### config.mk
export PLATFORM = sky130hd
export DESIGN_NAME = wk_fetch_flat
export DESIGN_NICKNAME = d
export VERILOG_FILES = /design/src/rtl/mhsa_pkg.sv /design/src/rtl/wk_fetch_if.sv /design/src/rtl/wk_skid_fifo.sv /design/src/rtl/wk_fetch.sv /design/src/flat_wrapper.sv
export SDC_FILE = /design/constraint.sdc
export NUM_CORES = 1
export LEC_CHECK = 0
export CORE_UTILIZATION = 42
export CTS_CLUSTER_DIAMETER = 30
export DETAILED_ROUTE_END_ITERATION = 10
export PLACE_DENSITY = 0.81
export SLEW_MARGIN = 5
export SYNTH_ARGS = -nofsm -noshare
export SYNTH_HDL_FRONTEND = slang
export SYNTH_SLANG_ARGS = --single-unit
### constraint.sdc
create_clock -name clk -period 5.7 [get_ports clk]
set_clock_uncertainty 0.1 [all_clocks]
set_input_delay 1.71 -clock clk [delete_from_list [all_inputs] [get_ports clk]]
set_output_delay 1.71 -clock clk [all_outputs]
set_load 0.02 [all_outputs]
### src/rtl/mhsa_pkg.sv
// Constants and state encoding shared by the MHSA weight-fetch blocks.
package mhsa_pkg;

    localparam int ROWS          = 128;
    localparam int WORDS_PER_ROW = 16;
    localparam int ROW_W         = 7;
    localparam int WORD_W        = 4;

    typedef enum logic [1:0] {
        WK_IDLE  = 2'd0,
        WK_FETCH = 2'd1,
        WK_DRAIN = 2'd2
    } wk_state_e;

endpackage

### src/rtl/wk_fetch_if.sv
// Control, weight-memory and PE-array signals of the Wk fetcher.
interface wk_fetch_if #(
    parameter int WIDTH = 64
);
    import mhsa_pkg::*;

    logic              start;
    logic              busy;
    logic              done;
    logic              mem_write_en;
    logic [31:0]       mem_addr;
    logic [WIDTH-1:0]  mem_data_out;
    logic              w_valid;
    logic              w_ready;
    logic [WIDTH-1:0]  w_data;
    logic [ROW_W-1:0]  w_row;
    logic [WORD_W-1:0] w_word;
    logic              w_last;

    modport master (
        input  start, mem_data_out, w_ready,
        output busy, done, mem_write_en, mem_addr,
               w_valid, w_data, w_row, w_word, w_last
    );

    modport slave (
        output start, mem_data_out, w_ready,
        input  busy, done, mem_write_en, mem_addr,
               w_valid, w_data, w_row, w_word, w_last
    );

endinterface

### src/rtl/wk_skid_fifo.sv
// Two-entry tagged FIFO between weight memory and the PE array; when full it
// still accepts a push in the same cycle as a pop.
module wk_skid_fifo #(
    parameter int DW = 76
) (
    input  logic          clk,
    input  logic          rst,
    input  logic          push_i,
    input  logic [DW-1:0] push_data_i,
    input  logic          pop_i,
    output logic          valid_o,
    output logic [DW-1:0] head_o,
    output logic [1:0]    count_o
);
    import mhsa_pkg::*;

    logic [DW-1:0] entry_q [2];
    logic          wr_ptr_q, wr_ptr_d;
    logic          rd_ptr_q, rd_ptr_d;
    logic [1:0]    count_q, count_d;
    logic          wr_en_s;
    logic          rd_en_s;

    assign rd_en_s = pop_i && (count_q != 2'd0);
    assign wr_en_s = push_i && ((count_q != 2'd2) || rd_en_s);

    assign valid_o = (count_q != 2'd0);
    assign head_o  = entry_q[rd_ptr_q];
    assign count_o = count_q;

    // Pointer and occupancy next-state.
    always_comb begin
        wr_ptr_d = wr_ptr_q;
        rd_ptr_d = rd_ptr_q;
        count_d  = count_q;
        if (wr_en_s) begin
            wr_ptr_d = ~wr_ptr_q;
        end else begin
            wr_ptr_d = wr_ptr_q;
        end
        if (rd_en_s) begin
            rd_ptr_d = ~rd_ptr_q;
        end else begin
            rd_ptr_d = rd_ptr_q;
        end
        case ({wr_en_s, rd_en_s})
            2'b10:   count_d = count_q + 2'd1;
            2'b01:   count_d = count_q - 2'd1;
            default: count_d = count_q;
        endcase
    end

    // Pointer and occupancy registers; reset flushes the queue.
    always_ff @(posedge clk) begin
        if (rst) begin
            wr_ptr_q <= 1'b0;
            rd_ptr_q <= 1'b0;
            count_q  <= 2'd0;
        end else begin
            wr_ptr_q <= wr_ptr_d;
            rd_ptr_q <= rd_ptr_d;
            count_q  <= count_d;
        end
    end

    // Storage needs no reset: only entries counted as valid are ever read.
    always_ff @(posedge clk) begin
        if (wr_en_s) begin
            entry_q[wr_ptr_q] <= push_data_i;
        end
    end

endmodule

### src/rtl/wk_fetch.sv
// Wk weight streamer: walks the matrix in raster order, reads each word from
// weight memory and hands it, tagged with row/word/last, to the PE array.
module wk_fetch #(
    parameter int          WIDTH         = 64,
    parameter logic [31:0] WEIGHT_BASE   = 32'd0,
    parameter int          ROWS          = 128,
    parameter int          WORDS_PER_ROW = 16
) (
    input  logic       clk,
    input  logic       rst,
    wk_fetch_if.master bus
);
    import mhsa_pkg::*;

    localparam int                TAG_W     = WIDTH + ROW_W + WORD_W + 1;
    localparam logic [ROW_W-1:0]  LAST_ROW  = ROW_W'(ROWS - 1);
    localparam logic [WORD_W-1:0] LAST_WORD = WORD_W'(WORDS_PER_ROW - 1);

    wk_state_e         state_q, state_d;
    logic [ROW_W-1:0]  row_q, row_d;
    logic [WORD_W-1:0] word_q, word_d;
    logic [31:0]       addr_q, addr_d;
    logic              infl_q, infl_d;
    logic [ROW_W-1:0]  infl_row_q, infl_row_d;
    logic [WORD_W-1:0] infl_word_q, infl_word_d;
    logic              infl_last_q, infl_last_d;
    logic              done_q, done_d;

    logic              last_addr_s;
    logic              pop_s;
    logic              want_issue_s;
    logic              issue_s;
    logic [2:0]        occ_s;
    logic [1:0]        fifo_count_s;
    logic              fifo_valid_s;
    logic [TAG_W-1:0]  fifo_head_s;
    logic [TAG_W-1:0]  fifo_push_data_s;

    assign last_addr_s = (row_q == LAST_ROW) && (word_q == LAST_WORD);
    assign pop_s       = fifo_valid_s && bus.w_ready;

    // Occupancy counts the entry popping this cycle as already free, so the
    // freed slot can be reissued at once and the stream keeps 1 word/cycle.
    assign occ_s        = {1'b0, fifo_count_s} - {2'b00, pop_s} + {2'b00, infl_q};
    assign want_issue_s = (state_q == WK_FETCH) || ((state_q == WK_IDLE) && bus.start);
    assign issue_s      = !rst && want_issue_s && (occ_s < 3'd2);

    assign fifo_push_data_s = {bus.mem_data_out, infl_row_q, infl_word_q, infl_last_q};

    wk_skid_fifo #(
        .DW (TAG_W)
    ) u_fifo (
        .clk         (clk),
        .rst         (rst),
        .push_i      (infl_q),
        .push_data_i (fifo_push_data_s),
        .pop_i       (pop_s),
        .valid_o     (fifo_valid_s),
        .head_o      (fifo_head_s),
        .count_o     (fifo_count_s)
    );

    assign bus.w_valid      = fifo_valid_s;
    assign bus.w_data       = fifo_head_s[TAG_W-1 -: WIDTH];
    assign bus.w_row        = fifo_head_s[ROW_W+WORD_W : WORD_W+1];
    assign bus.w_word       = fifo_head_s[WORD_W:1];
    assign bus.w_last       = fifo_head_s[0];
    assign bus.busy         = (state_q != WK_IDLE);
    assign bus.done         = done_q;
    assign bus.mem_addr     = addr_q;
    assign bus.mem_write_en = 1'b0;

    // Address walk, in-flight tag and FSM next-state.
    always_comb begin
        state_d     = state_q;
        row_d       = row_q;
        word_d      = word_q;
        addr_d      = addr_q;
        infl_d      = issue_s;
        infl_row_d  = infl_row_q;
        infl_word_d = infl_word_q;
        infl_last_d = infl_last_q;
        done_d      = pop_s && bus.w_last;

        if (issue_s) begin
            infl_row_d  = row_q;
            infl_word_d = word_q;
            infl_last_d = last_addr_s;
            if (last_addr_s) begin
                row_d  = {ROW_W{1'b0}};
                word_d = {WORD_W{1'b0}};
                addr_d = WEIGHT_BASE;
            end else if (word_q == LAST_WORD) begin
                row_d  = row_q + ROW_W'(1);
                word_d = {WORD_W{1'b0}};
                addr_d = addr_q + 32'd1;
            end else begin
                word_d = word_q + WORD_W'(1);
                addr_d = addr_q + 32'd1;
            end
        end else begin
            addr_d = addr_q;
        end

        case (state_q)
            WK_IDLE: begin
                if (bus.start) begin
                    state_d = last_addr_s ? WK_DRAIN : WK_FETCH;
                end else begin
                    state_d = WK_IDLE;
                end
            end
            WK_FETCH: begin
                if (issue_s && last_addr_s) begin
                    state_d = WK_DRAIN;
                end else begin
                    state_d = WK_FETCH;
                end
            end
            WK_DRAIN: begin
                if (pop_s && bus.w_last) begin
                    state_d = WK_IDLE;
                end else begin
                    state_d = WK_DRAIN;
                end
            end
            default: state_d = WK_IDLE;
        endcase
    end

    // State registers; reset drops any read still in flight.
    always_ff @(posedge clk) begin
        if (rst) begin
            state_q     <= WK_IDLE;
            row_q       <= {ROW_W{1'b0}};
            word_q      <= {WORD_W{1'b0}};
            addr_q      <= WEIGHT_BASE;
            infl_q      <= 1'b0;
            infl_row_q  <= {ROW_W{1'b0}};
            infl_word_q <= {WORD_W{1'b0}};
            infl_last_q <= 1'b0;
            done_q      <= 1'b0;
        end else begin
            state_q     <= state_d;
            row_q       <= row_d;
            word_q      <= word_d;
            addr_q      <= addr_d;
            infl_q      <= infl_d;
            infl_row_q  <= infl_row_d;
            infl_word_q <= infl_word_d;
            infl_last_q <= infl_last_d;
            done_q      <= done_d;
        end
    end

endmodule

### src/flat_wrapper.sv
// flat-port wrapper written by rule: the top's interface ports become plain ports
module wk_fetch_flat import mhsa_pkg::*;
#(
    parameter int          WIDTH         = 64,
    parameter logic [31:0] WEIGHT_BASE   = 32'd0,
    parameter int          ROWS          = 128,
    parameter int          WORDS_PER_ROW = 16
)
  (clk, rst, bus_start, bus_mem_data_out, bus_w_ready, bus_busy, bus_done, bus_mem_write_en, bus_mem_addr, bus_w_valid, bus_w_data, bus_w_row, bus_w_word, bus_w_last);
  wk_fetch_if #(.WIDTH(WIDTH)) bus_i ();
  input  logic clk;
  input  logic rst;
  input wire logic [$bits(bus_i.start)-1:0] bus_start;
  input wire logic [$bits(bus_i.mem_data_out)-1:0] bus_mem_data_out;
  input wire logic [$bits(bus_i.w_ready)-1:0] bus_w_ready;
  output wire logic [$bits(bus_i.busy)-1:0] bus_busy;
  output wire logic [$bits(bus_i.done)-1:0] bus_done;
  output wire logic [$bits(bus_i.mem_write_en)-1:0] bus_mem_write_en;
  output wire logic [$bits(bus_i.mem_addr)-1:0] bus_mem_addr;
  output wire logic [$bits(bus_i.w_valid)-1:0] bus_w_valid;
  output wire logic [$bits(bus_i.w_data)-1:0] bus_w_data;
  output wire logic [$bits(bus_i.w_row)-1:0] bus_w_row;
  output wire logic [$bits(bus_i.w_word)-1:0] bus_w_word;
  output wire logic [$bits(bus_i.w_last)-1:0] bus_w_last;
  assign bus_i.start = bus_start;
  assign bus_i.mem_data_out = bus_mem_data_out;
  assign bus_i.w_ready = bus_w_ready;
  assign bus_busy = bus_i.busy;
  assign bus_done = bus_i.done;
  assign bus_mem_write_en = bus_i.mem_write_en;
  assign bus_mem_addr = bus_i.mem_addr;
  assign bus_w_valid = bus_i.w_valid;
  assign bus_w_data = bus_i.w_data;
  assign bus_w_row = bus_i.w_row;
  assign bus_w_word = bus_i.w_word;
  assign bus_w_last = bus_i.w_last;
  wk_fetch #(.WIDTH(WIDTH), .WEIGHT_BASE(WEIGHT_BASE), .ROWS(ROWS), .WORDS_PER_ROW(WORDS_PER_ROW)) u_core (.clk(clk), .rst(rst), .bus(bus_i));
endmodule
# Yosys cells after proc, flatten, opt, wreduce, memory -nomap -nowiden
# Memories as Yosys holds them, arrays and structs flattened. A register that Yosys moved wholly into a read port is not among the register bits.
# Index checks and enable logic that the tools add are counted.
# W data, S select, Z words.
# word_totals
register_bits,63
latchBits,0
ram_bits,152
rom_bits,0
inputBits,68
wordCells,63
mem_count,1
# memory_table
memory,words,width,read_ports,rd_clocked_by_memory_dff,write_ports,line,text
u_core.u_fifo.entry_q,2,76,1,1,1,wk_skid_fifo.sv:17,logic [DW-1:0] entry_q [2];
# op_classes
n_addsub,7
n_mul,0
div,0
order_cmp,1
n_eq_ne,7
shifts,0
n_mux,15
n_bitwise,2
n_reduce_logical,18
# ops
op,n
$add A32 B1 Y32 const B,1
$mux W32,1
$mux W7,2
$logic_and A1 B1 Y1,9
$mux W2,4
$mux W4,2
$reduce_bool A2 Y1,4
$add A7 B1 Y7 const B,1
$eq A7 B7 Y1 const B,1
$pmux W2 S3,1
$add A4 B1 Y4 const B,1
$eq A2 B1 Y1 const B,2
$eq A2 B2 Y1 const B,2
$eq A4 B4 Y1 const B,1
$mux W1,4
$pmux W2 S2,1
$add A3 B1 Y3,1
$lt A3 B2 Y1 const B,1
$sub A2 B1 Y3,1
$add A2 B1 Y2 const B,1
$logic_not A2 Y1,1
$logic_or A1 B1 Y1,2
$ne A2 B2 Y1 const B,1
$not A1 Y1,2
3 further kinds,3

# Logic depth before layout (Yosys ltp)
# logic_depth
ltp_word,9
depth_mapped,11

# Modules after synthesis
# From an unflattened synthesis, not the netlist that was laid out.
# hier_totals
cells_unflattened,580
area_unflattened_um2,8353.0
# modules_own_cells
module,n_inst,cells_each,area_per_inst_um2,seq_area_each_um2
wk_skid_fifo,1,265,5723.0,4664.5
wk_fetch,1,315,2630.0,1181.1

# Worst setup path before layout
# OpenSTA, ideal clock, no wires.
# synth_timing
kind,in2reg
start,input bus_w_ready
end,memory u_core.u_fifo.entry_q[0][0] (enable)
arrival_time_ps,4990
required_time_ps,5089
slack_ps,99
cell_stages,2
n_path_buf,0
path_cell_list,o31ai_1 nor2_1
# synth_between
elab_chain_len,6
# synth_rtl
element,line,text
"start, declared",flat_wrapper.sv:15,input wire logic [$bits(bus_i.w_ready)-1:0] bus_w_ready;
$logic_and A1 B1 Y1,wk_fetch.sv:40,assign pop_s = fifo_valid_s && bus.w_ready;
$logic_and A1 B1 Y1,wk_skid_fifo.sv:24,assign rd_en_s = pop_i && (count_q != 2'd0);
$logic_or A1 B1 Y1,wk_skid_fifo.sv:25,assign wr_en_s = push_i && ((count_q != 2'd2) || rd_en_s);
$logic_and A1 B1 Y1,wk_skid_fifo.sv:25,
$mux W1,wk_skid_fifo.sv:68,if (wr_en_s) begin
$mux W1 (implied by the code),wk_skid_fifo.sv:69,entry_q[wr_ptr_q] <= push_data_i;
"end, declared",wk_skid_fifo.sv:17,
# No other way between the ends.

# Worst setup path in the final report
# layout_timing
start,input bus_w_ready
end,register u_core.addr_q[27] (netlist: u_core.bus.mem_addr[27])
# layout_between
elab_chain_len,5
# layout_rtl
element,line,text
$logic_and A1 B1 Y1,wk_fetch.sv:40,
$sub A2 B1 Y3,wk_fetch.sv:44,"assign occ_s = {1'b0, fifo_count_s} - {2'b00, pop_s} + {2'b00, infl_q};"
$add A3 B1 Y3,wk_fetch.sv:44,
$lt A3 B2 Y1,wk_fetch.sv:46,assign issue_s = !rst && want_issue_s && (occ_s < 3'd2);
$logic_and A1 B1 Y1,wk_fetch.sv:46,
"end signal, assigned",wk_fetch.sv:147,addr_q <= addr_d;
"end, declared",wk_fetch.sv:22,"logic [31:0] addr_q, addr_d;"
# No other way between the ends.
# A chain may end at the register's enable or synchronous reset.

==> metrics.log <==
[metrics] Syn Area/Cell: 13.87 um^2
[metrics] Max Cap Violations: 0
[metrics] Layout Utilization: 59.85%
[metrics] number of global-route vias before repair: 5690
[metrics] CP dominant cell by count: or4_1
[metrics] worst relative slew slack: 30.12%
[metrics] Initial Util: 42.69%
[metrics] Hold Vio Cnt, Final: 0
[metrics] switching power summed over all nets: 1.688 mW
[metrics] clock power share: 39.9%
[metrics] vias per inst: 5.136
[metrics] Data required, critical path: 6.04 ns
[metrics] beginning of the critical path: bus_w_ready
[metrics] total setup buffers inserted after CTS: 0
[metrics] clock tree from TritonCTS: yes
[metrics] CTS H-tree lvls: 2
[metrics] cell taking the most area after synthesis: edfxtp_1
[metrics] I/O Pins: 180
[metrics] drt pass-1 iters: 5
[metrics] all-layer global routing usage: 17.19%
[metrics] Final WS setup: 1.049 ns
[metrics] dominant cell by count in the synthesized netlist: edfxtp_1
[metrics] proportion of power drawn by combinational gates: 24.6%
[metrics] share of the synthesized area in the top cell type: 53.01%
[metrics] post-synthesis instance total: 621
[metrics] core area: 20170 um^2
[metrics] Int Power: 4.147 mW
[metrics] number of buffers inserted for hold repair after clock tree synthesis: 0
[metrics] number of buffer cells added on primary ports: 178
[metrics] sequential cell area fraction in the yosys report: 67.89%
[metrics] setup slack after placement: 0.5577 ns
[metrics] Iter 0 DRT Violations: 286
[metrics] number of antenna violations at the first check in global routing: 0
[metrics] standard-cell rows: 52
[metrics] Hold WS: 0.3501 ns
[metrics] half-perimeter wire length after placement: 11.38 mm
[metrics] count of warnings emitted by yosys: 0
[metrics] Avg WL per Cell: 16.14 um
[metrics] worst setup path endpoint: u_core.bus.mem_addr[27]
[metrics] routed via count: 5778
[metrics] critical path launch point type: primary input
[metrics] placed cell area: 10690 um^2
[metrics] share of power burned in registers: 35.5%
[metrics] Tightest Pin Transition: 1.048 ns
[metrics] top cell types by occurrence after synthesis: edfxtp_1 (152), mux2_2 (77), dfxtp_1 (64)
[metrics] number of distinct library cells after synthesis: 49
[metrics] cell at the slowest stage of the critical path: or4_1
[metrics] async set-reset flop share out of synthesis: 0%
[metrics] Clk Latency, worst-skew pair: 0.52 ns
[metrics] prevailing post-synth register cell: edfxtp_1
[metrics] worst setup path class: in2reg
[metrics] total negative slack: 0 ns
[metrics] register bit count reported by yosys: 216
[metrics] clock tree sinks: 216
[metrics] P_leak: 4.007 nW
[metrics] PD cells: 483.4 nW/um^2
[metrics] CTS Buf Count: 41
[metrics] largest net degree at the start of global routing: 77
[metrics] aggregate routed wire length: 18.16 mm
[metrics] unrepaired setup endpoints after global routing: no
[metrics] final critical delay including setup and external delays: 4.651 ns
[metrics] post-cts gate resize count: 0
[metrics] library cell used as clock root buffer: clkbuf_16
[metrics] NumNets Final: 896
[metrics] fraction of layout cells with a size suffix above 1: 19.30%
[metrics] Syn-to-layout area delta: 40.19%
[metrics] number of enable flip-flop cells after synthesis: 152
[metrics] worst flop-to-flop path startpoint: u_core.u_fifo.count_o[1]
[metrics] run status: complete, no violations
[metrics] critical path fanouts, max: 13
[metrics] biggest area contributors in the synthesized netlist: edfxtp_1 (53%), dfxtp_1 (15%), mux2_2 (10%)
[metrics] overall die width: 145.2 um
[metrics] Chip Height: 145.2 um
[metrics] signal arrival time at the worst endpoint: 5.00 ns
[metrics] overflow left after global routing: 0
[metrics] Post-Syn Area: 8611 um^2
[metrics] number of antenna cells inserted: 0
[metrics] end of the worst register-to-register path: u_core.bus.mem_addr[27]
[metrics] kind of end point of the critical path: flop
[metrics] switching fraction of total power: 28.93%
[metrics] wire length of the first global-routing pass: 29.19 mm
[metrics] antenna-violating nets left: 0
[metrics] post-route DRC violation count: 0
[metrics] final worst path period share: 81.60%
[metrics] Post-Syn Nets: 695
[metrics] delay of the slowest critical-path stage: 0.74 ns
[metrics] Final GP Congestion: 0.8128
[metrics] Hold WC Path Type: reg2reg
[metrics] clock transition time at the flip-flop clock pins of the worst setup and hold paths: 0.05 ns
[metrics] critical path cell sequence: clkdlybuf4s50_1 > o21a_1 > ha_1 > nand2b_1 > fa_1 > xor2_1 > or4_1 > or4_1 > a21oi_1
[metrics] die outline area: 21080 um^2
[metrics] maximum vdd drop: 199.9 uV
[metrics] peak clock frequency supported by timing: 0.2150 GHz
[metrics] maximum clock insertion buffer count: 3
[metrics] area of all placed cells without fillers: 12070 um^2
[metrics] slack of the worst reg-to-reg path: 2.14 ns
[metrics] final setup vio count: 0
[metrics] FF-to-FF path depth: 8
[metrics] number of slew-limit violations in the final report: 0
-- area by class of cell --
class	count	area [um^2]
timing repair buffer	188	1857
multi-input combinational	363	2605
fill	1550	8098
inverter	12	45.04
sequential	216	5849
clock inverter	32	340.3
clock buffer	44	1037
tap	270	337.8
-- worst max-delay path: cells and delay by family --
kind | cells | cell delay [ns]
fa+ha+maj | 2 | 0.69
xor+xnor | 1 | 0.18
buf+inv | 1 | 0.55
compound gates | 2 | 0.39
simple gates | 3 | 1.47
-- sequential cells by signal, indices dropped and copies added (netlist names), named ones only --
name / cells
u_core.u_fifo.entry_q: 152
u_core.bus.mem_addr: 32
u_core.infl_row_q: 7
u_core.row_q: 7
u_core.infl_word_q: 4
u_core.word_q: 4
u_core.state_q: 2
u_core.u_fifo.count_o: 2
u_core.bus.done: 1
u_core.infl_last_q: 1
u_core.infl_q: 1
u_core.u_fifo.rd_ptr_q: 1
u_core.u_fifo.wr_ptr_q: 1
-- power by group through the flow --
stage | Clock (mW) | Sequential, mW | Combinational, mW
6_report | 2.33 | 2.07 | 1.43
5_1_grt | 2.45 | 2.10 | 1.53
4_1_cts | 2.38 | 2.08 | 1.45
3_5_place_dp | 0 | 2.10 | 1.44
3_3_place_gp | 0 | 2.09 | 1.43
2_1_floorplan | 0 | 2.02 | 0.887
-- cell usage in the layout (no fill, tap or decap), types with 14 or more instances in the layout --
master	Yosys	final
mux2_2	77	77
clkdlybuf4s50_1	0	178
edfxtp_1	152	152
nand2_1	45	45
dfxtp_1	64	63
o21ai_0	29	29
a21oi_1	43	43
clkbuf_16	0	41
nor2_1	23	21
or4_1	15	15
nand3_1	14	14
o31ai_1	15	15
-- worst min-delay path by stage --
stage / depth (start not counted) / slack (ns) / from / end
finish: 0 / 0.35 / u_core.infl_row_q[1] / u_core.u_fifo.entry_q[0][6]
CTS: 0 / 0.35 / u_core.infl_last_q / u_core.u_fifo.entry_q[0][0]
global route: 0 / 0.37 / u_core.infl_last_q / u_core.u_fifo.entry_q[1][0]
detailed placement: 0 / 0.34 / u_core.infl_row_q[1] / u_core.u_fifo.entry_q[1][6]
floorplan: 0 / 0.33 / u_core.infl_last_q / u_core.u_fifo.entry_q[0][0]
global placement: 0 / 0.33 / u_core.infl_row_q[6] / u_core.u_fifo.entry_q[0][11]
-- stage by stage --
step	total power [mW]	cells
2_1_floorplan	2.909	621
4_1_cts	5.905	1125
6_report	5.836	1125
3_3_place_gp	3.526	1049
5_1_grt	6.069	1125
3_5_place_dp	3.545	1049
-- logic make-up (layout without fill, tap and decap cells) --
logic type	Yosys count	after routing	synth area share, %
muxes	87	87	11.23
buffers and inverters	42	276	2.034
other	1	1	0.04355
xor gates and xnor gates	9	9	1.003
and+or+nand+nor	161	161	10.16
adders and majority gates	6	6	0.9590
DFF	216	216	67.89
AOI/OAI and AO/OA	99	99	6.684
-- metal layers --
metal	track usage (%)	routed length, um	vias to the layer above	share of wire [%]
met3	4.340	1372	27	7.6
met1	22.05	7839	2758	43
met2	28.08	8642	222	48
li1	-	-	2771	-
met4	6.368	300	0	1.7
met5	0	0	-	0
Note: power is estimated with default switching activity, not from simulation.
